<file path="config.mk">
export PLATFORM = sky130hd
export DESIGN_NAME = leb128_encoder
export DESIGN_NICKNAME = d
export VERILOG_FILES = /design/src/rtl/leb128_encoder.sv
export SDC_FILE = /design/constraint.sdc
export NUM_CORES = 1
export LEC_CHECK = 0
export BUFFER_PORTS_ARGS = -buffer_cell sky130_fd_sc_hd__buf_4
export CORE_ASPECT_RATIO = 1.5
export CORE_UTILIZATION = 40
export DETAILED_ROUTE_END_ITERATION = 10
export GPL_ROUTABILITY_DRIVEN = 0
export PLACE_DENSITY = 0.6
export SLEW_MARGIN = 30
export SYNTH_ARGS = -nofsm -noshare
export SYNTH_HDL_FRONTEND = slang
export SYNTH_SLANG_ARGS = --single-unit
</file>
<file path="constraint.sdc">
create_clock -name clk -period 3.32 [get_ports clk]
set_input_delay 0.996 -clock clk [delete_from_list [all_inputs] [get_ports clk]]
set_output_delay 0.996 -clock clk [all_outputs]
set_load 0.01 [all_outputs]
</file>
<file path="src/rtl/leb128_encoder.sv">
// Streaming LEB128 encoder: one 64-bit value in, its ULEB/SLEB byte sequence out.
// Two-state FSM (IDLE accepts, EMIT streams bytes); every output decodes from registered state.
module leb128_encoder (
  input  logic        clk,
  input  logic        reset,
  input  logic [63:0] in_value,
  input  logic        in_signed,
  input  logic        in_valid,
  output logic        in_ready,
  output logic [7:0]  out_byte,
  output logic        out_valid,
  input  logic        out_ready,
  output logic        out_last,
  output logic [3:0]  out_index,
  output logic        dbg_state
);

  // Handshakes: a transfer happens on a rising edge where valid & ready are both 1.
  // A producer holds its payload stable while valid & ~ready; ready never depends on valid.

  typedef enum logic {
    IDLE = 1'b0,
    EMIT = 1'b1
  } state_e;

  state_e      state_q, state_d;
  logic [63:0] sr_q, sr_d;
  logic        signed_q, signed_d;
  logic [3:0]  idx_q, idx_d;
  logic        more;

  // Signed stops once the remaining bits are a pure sign extension of bit 6.
  always_comb begin
    if (signed_q) more = !((sr_q[63:6] == '0) || (sr_q[63:6] == '1));
    else          more = (sr_q[63:7] != '0);
  end

  always_ff @(posedge clk or posedge reset) begin
    if (reset) begin
      state_q  <= IDLE;
      sr_q     <= '0;
      signed_q <= 1'b0;
      idx_q    <= '0;
    end else begin
      state_q  <= state_d;
      sr_q     <= sr_d;
      signed_q <= signed_d;
      idx_q    <= idx_d;
    end
  end

  always_comb begin
    state_d   = state_q;
    sr_d      = sr_q;
    signed_d  = signed_q;
    idx_d     = idx_q;
    in_ready  = 1'b0;
    out_valid = 1'b0;
    out_byte  = 8'h00;
    out_last  = 1'b0;
    out_index = 4'd0;
    case (state_q)
      IDLE: begin
        in_ready = 1'b1;
        if (in_valid) begin
          sr_d     = in_value;
          signed_d = in_signed;
          idx_d    = 4'd0;
          state_d  = EMIT;
        end
      end
      EMIT: begin
        out_valid = 1'b1;
        out_byte  = {more, sr_q[6:0]};
        out_last  = ~more;
        out_index = idx_q;
        if (out_ready) begin
          if (more) begin
            sr_d  = {{7{signed_q & sr_q[63]}}, sr_q[63:7]};
            idx_d = idx_q + 4'd1;
          end else begin
            state_d = IDLE;
          end
        end
      end
      default: state_d = IDLE;
    endcase
  end

  assign dbg_state = state_q;

endmodule

</file>
==> results.py, run 1 <==
metrics = {
    "critical_path": {
        "r2r_cells": 6,
        "path_cells": "nor4_2 > nand3_1 > or4_4 > and2_1 > nor2_1 > buf_4",
        "cp_max_fo": 7,
        "cp.required_ns": 2.32,
        "critPathMaxStageDelay_ns": 0.60,
        "worst-setup-path-type": "flop to output pin",
        "cp_num_cells": 6,
        "end_kind": "output pin",
        "crit_family": "simple AND/OR/NAND/NOR gates",
        "r2r_setup_slack_ns": 0.71,
        "startpoint_type": "flop",
        "cp_data_arrival_time_ns": 2.21,
        "cpMaxStageDelayCell": "or4_4",
        "cp_num_buf_inv": 1,
    },
    "route": {
        "firstDrtPassIters": 4,
        "routedWlPerCell_um": 18.81,
        "drc": 0,
        "vias": 2786,
        "wl_um": 9500,
        "ant_nets": 0,
        "dr.first_iter.drc_count": 89,
        "routed_via_density": 5.517,
    },
    "clock_tree": {
        "clkTransAtPathRegs_ns": 0.05,
        "cts_max_level": 3,
        "cts.path.max_buffers": 2,
        "root_buffer": "clkbuf_16",
        "worstSkewPairLatency_ns": 0.33,
        "cts_tree": "yes",
        "cts_made_buffers": 9,
        "cts_sinks": 70,
    },
    "job": {
        "drv_cap": 0,
    },
    "synth": {
        "seq_area_frac_synth": 0.4602,
        "synth_top_family_by_area": "multiplexers",
        "syn_avg_cell_area_um2": 12.48,
        "yosys.area_share.simple": 0.1105,
        "synth-compound-area-share": 0.02038,
        "syn_inst": 305,
        "synth_xor_area_frac": 0,
        "synth_cell_type_count": 27,
        "synth_fa_ha_area_frac": 0.003287,
        "netlist_area_um2": 3806,
        "yosys_warnings": 0,
        "yosys-top-cells-area": "dfrtp_1 (46%), mux2_2 (22%), mux2_1 (14%)",
        "synth_mux_area_frac": 0.3659,
        "synth_top_area_share": 0.4602,
        "synthFlopType": "dfrtp_1",
        "ys_seq_elements": 70,
        "syn_nets": 375,
        "synth_area_leader_cell": "dfrtp_1",
        "synth_edf_count": 0,
        "synthArstFlopShare": 1.000,
    },
    "timing": {
        "layout_min_cycle_time_ns": 3.203,
        "fin_skew_ns": 0.003823,
        "worst-slew-pin-transition_ns": 0.6880,
        "fin_tns_setup_ns": 0,
        "post-route-period-util": 0.9649,
        "rsz0062_at_grt": "no",
        "hold_violations": 0,
        "fmax_mhz": 312.2,
        "slew_headroom": 0.5407,
        "setup_viol": 0,
        "timing.final.ws_setup_ns": 0.1165,
        "slew_violations": 0,
    },
    "floorplan": {
        "fp.dieW_um": 81.65,
        "fp-row-count": 43,
        "io_pins": 85,
        "start_util": 0.4113,
        "core_area_um2": 9254,
        "die-area_um2": 9917,
        "die_h_um": 121.5,
    },
    "grt": {
        "grt_overflow": 0,
        "grt_pass1_wl_um": 14980,
        "track_usage": 0.2089,
        "antenna_found_initial": 0,
        "grt_pass1_vias": 2803,
        "grt_max_degree": 65,
    },
    "placed_design": {
        "port_buffers": 84,
        "detailed_place_hpwl_um": 6851,
        "place_worst_setup_slack_ns": 0.3436,
    },
    "layout": {
        "syn2layout_area_growth_pct": 27.28,
        "nFillCells": 858,
        "seq_area_um2": 1753,
        "antenna_cells": 0,
        "final_core_util": 0.5235,
        "drive_gt1_frac": 0.4758,
        "multiInputGateArea_um2": 1944,
        "final_nets": 459,
    },
    "pwr": {
        "leakage_nw": 2.489,
        "ir_worst_vdd_mv": 0.4775,
        "power.density_nw_per_um2": 977.5,
    },
    "worst_hold_path": {
        "hp-class": "flop to flop",
        "worstHoldPathCells": 1,
    },
    "outcome": {
        "outcome": "finished clean",
    },
}
[worst reg2reg max path: stages (launching register included)]
cell and delay, ns:
dfrtp_1 0.42, nor4_2 0.32, nand3_1 0.16, or4_4 0.60
a31oi_4 0.22, buf_12 0.33, mux2_1 0.43
[metal layers]
metal	GRT usage	wire [um]	vias to the layer above
met2	0.3464	5020	67
met4	0.07566	154	0
met5	0	0	-
li1	-	-	1306
met1	0.2664	4000	1399
met3	0.03910	326	14
[layout by cell type (no fill, tap or decap), types with 6 or more instances in the layout]
master and count:
o21ai_0 7, clkbuf_16 9, nor4_1 10, inv_1 9, nand2_1 8, dfrtp_1 69
nand4_1 19, buf_4 88, and2_1 13, nor4_2 6, mux2_2 75, mux2_1 46
[path summary, 6_finish.rpt]
kind / start / end
max in group asynchronous: reset / sr_q[24]
worst max-delay path: sr_q[51] / out_last
worst max register to register: sr_q[51] / sr_q[50]
worst min-delay path: idx_q[3] / idx_q[3]
worst min register to register: idx_q[3] / idx_q[3]
min in group asynchronous: reset / dbg_state
[Yosys cell counts (2+ instances only)]
library cell	instances
nor2_1	3
mux2i_1	3
inv_1	10
nor4_1	16
nor3_1	2
nand3_1	5
buf_6	6
and3_1	2
nand2_1	8
mux2_2	75
nand4_1	19
clkbuf_1	9
o21ai_0	7
mux2_1	46
and2_1	13
dfrtp_1	70
[power by group]
group / internal, W / switching [W]
registers: 0.00122 / 0.000417
logic: 0.00128 / 0.000943
clock network: 0.000542 / 0.000341
total: 0.00304 / 0.00170
[layout make-up]
type                       instances  share of cell area
tap                              112             0.02893
clock buffer                      14             0.05449
clock inverter                     1            0.001033
inverter                          10            0.007748
timing repair buffer              90              0.1446
multi-input combinational        208              0.4013
sequential                        70              0.3618
[state kept, by name, indices dropped and copies added (netlist names)]
| signal | count |
|---|---|
| dbg_state | 1 |
| idx_q | 4 |
| signed_q | 1 |
| sr_q | 64 |
[per-stage QoR]
step | power, W | cells | hold WS [ns] | cell area, um2
2_1_floorplan | 0.003187 | 305 | 0.4373 | 3806
3_3_place_gp | 0.003772 | 490 | 0.4550 | 4534
3_5_place_dp | 0.003814 | 490 | 0.4673 | 4534
4_1_cts | 0.004739 | 505 | 0.4766 | 4807
5_1_grt | 0.005064 | 505 | 0.5139 | 4845
6_report | 0.004736 | 505 | 0.4811 | 4845
[kinds of logic (layout without fill, tap and decap cells)]
group,Yosys count,after routing
fa+ha+maj,1,1
simple gates,72,72
compound gates,11,11
mux,124,124
buf+inv,27,115
flops,70,70
[timing repair]
item,in CTS,in global routing
setup endpoints to repair,1,1
setup buffers,0,0
hold buffers,0,0
hold endpoints to repair,0,0
resized for setup,1,6
No activity file was read; power rests on OpenSTA's default activity.
==> run 2: changes to the inputs <==
--- a/config.mk
+++ b/config.mk
@@ -10,7 +10,9 @@
 export CORE_UTILIZATION = 40
 export DETAILED_ROUTE_END_ITERATION = 10
 export GPL_ROUTABILITY_DRIVEN = 0
+export HOLD_SLACK_MARGIN = 0.03
 export PLACE_DENSITY = 0.6
+export SKIP_CTS_REPAIR_TIMING = 1
 export SLEW_MARGIN = 30
 export SYNTH_ARGS = -nofsm -noshare
 export SYNTH_HDL_FRONTEND = slang
==> constraint.sdc (replaced) <==
create_clock -name clk -period 3.32 [get_ports clk]
set_input_delay 0.166 -clock clk [delete_from_list [all_inputs] [get_ports clk]]
set_output_delay 0.166 -clock clk [all_outputs]
set_load 0.01 [all_outputs]
==> run 2 against run 1 <==
Design area decreased by 1.1%. Sequential share of layout area up 0.41 points. Die area unchanged. Sequential power is essentially flat. Worst setup slack improved by 0.49 ns. Non-clock buffer count down 2. Largest cell class unchanged. Cell count down 0.20%.
==> results.py, run 2 (same netlist as run 1, synthesis figures left out) <==
metrics = {
    "layout": {
        "final_cell_mix": "buf_4 (85), mux2_2 (75), dfrtp_1 (69)",
        "syn2layout_area_growth_pct": 25.87,
        "final_nets": 457,
        "largest_registers": "sr_q: 64 flops, idx_q: 4 flops",
        "top_register": "sr_q",
        "antenna_cells": 0,
        "drive_gt1_frac": 0.4566,
        "largest_register_ffs": 64,
        "final_common_cell": "buf_4",
    },
    "critical_path": {
        "end_kind": "flop",
        "critPathMaxStageDelay_ns": 0.70,
        "cpMaxStageDelayCell": "or4_1",
        "r2r-end": "sr_q[39]",
        "path_cells": "nor4_1 > nand4_1 > or4_1 > a31oi_4 > buf_12 > mux2_2",
        "cp_max_fo": 64,
        "cp.required_ns": 3.53,
        "r2r_cells": 6,
        "rr_startpoint": "sr_q[39]",
        "cp_data_arrival_time_ns": 2.92,
        "startpoint_type": "flop",
        "r2r_setup_slack_ns": 0.61,
        "worst-setup-path-type": "flop to flop",
    },
    "grt": {
        "grt_overflow": 0,
        "grt_max_degree": 80,
        "track_usage": 0.2066,
        "antenna_found_initial": 0,
        "grt_pass1_vias": 2765,
        "grt_pass1_wl_um": 14790,
    },
    "timing": {
        "slew_violations": 0,
        "timing.final.ws_setup_ns": 0.6088,
        "setup_viol": 0,
        "fin_skew_ns": 0.006736,
        "fin_tns_setup_ns": 0,
        "layout_min_cycle_time_ns": 2.711,
        "worst-slew-pin-transition_ns": 0.6544,
        "post-route-period-util": 0.8166,
        "slew_headroom": 0.5637,
        "hold_violations": 0,
        "rsz0062_at_grt": "no",
        "fmax_mhz": 368.8,
    },
    "clock_tree": {
        "root_buffer": "clkbuf_16",
        "worstSkewPairLatency_ns": 0.33,
        "clkTransAtPathRegs_ns": 0.05,
        "cts.path.max_buffers": 2,
        "cts_sinks": 70,
        "cts_made_buffers": 9,
        "cts_tree": "yes",
        "cts_max_level": 3,
    },
    "route": {
        "routed_via_density": 5.363,
        "wl_um": 9118,
        "ant_nets": 0,
        "vias": 2703,
        "firstDrtPassIters": 4,
        "routedWlPerCell_um": 18.09,
        "dr.first_iter.drc_count": 187,
        "drc": 0,
    },
    "floorplan": {
        "fp.dieW_um": 81.65,
        "die_h_um": 121.5,
        "start_util": 0.4113,
        "io_pins": 85,
        "die-area_um2": 9917,
        "core_area_um2": 9254,
        "fp-row-count": 43,
    },
    "worst_hold_path": {
        "worstHoldPathCells": 3,
        "holdPathEnd": "signed_q",
        "hp-class": "primary input to flop",
        "worstHoldStart": "in_signed",
    },
    "placed_design": {
        "detailed_place_hpwl_um": 6555,
        "port_buffers": 84,
        "place_worst_setup_slack_ns": 0.5969,
    },
    "pwr": {
        "ir_worst_vdd_mv": 0.9317,
        "leakage_nw": 2.471,
        "power.density_nw_per_um2": 963.8,
    },
    "job": {
        "drv_cap": 0,
    },
    "outcome": {
        "outcome": "finished clean",
    },
}
[run 2: cell types whose count changed in the layout (fill, tap and decap cells not counted), sizes merged]
cell / change
clkbuf: -2
clkinv: +2
buf: -3
dlygate4sd3: +1
clkinvlp: +1
[run 2: area by class of cell]
class,count,area [um2]
Tap cell,112,140.1
Sequential cell,70,1753
Fill cell,866,4463
Clock inverter,4,22.52
Inverter,10,37.54
Clock buffer,12,246.5
Multi-Input combinational cell,208,1903
Timing Repair Buffer,88,688.2
[run 2: worst max-delay path: cells and delay by family, from the launching register on]
kind                   cells  cell delay [ns]
AO/OA/AOI/OAI              1             0.24
buffers and inverters      1             0.33
multiplexers               1             0.38
flip-flops                 1             0.42
AND/OR/NAND/NOR            3             1.19
[run 2: metrics by stage]
step	total power (W)	utilization	instances	hold WS, ns	area [um2]
2_1_floorplan	0.003187	-	305	0.2714	3806
3_3_place_gp	0.003759	0.4876	487	0.2041	4512
3_5_place_dp	0.003793	0.4876	487	0.2122	4512
4_1_cts	0.004686	0.5166	503	-0.1391	4781
5_1_grt	0.004963	0.5177	504	0.05488	4791
6_report	0.004618	0.5177	504	0.04915	4791
[run 2: worst max path at each step]
stage	start	endpoint	slack (ns)	cells past startpoint
global route	sr_q[37]	sr_q[29]	0.45	6
finish	sr_q[39]	sr_q[39]	0.61	6
CTS	sr_q[39]	sr_q[57]	0.58	6
global placement	sr_q[39]	sr_q[32]	0.61	6
detailed placement	sr_q[32]	sr_q[57]	0.60	6
floorplan	sr_q[37]	sr_q[46]	0.94	7
[run 2: layer usage]
layer	vias up	global-route usage	wire length [um]
li1	1296	-	-
met1	1339	0.2606	3755
met2	61	0.3469	4934
met3	7	0.03835	337
met4	0	0.07346	91
met5	-	0	0
[run 2: report_power, final]
part	switching [W]	internal, W	leakage, nW
sequential	0.000395	0.00122	0.943
combinational	0.000905	0.00123	1.39
clock	0.000345	0.000522	0.132
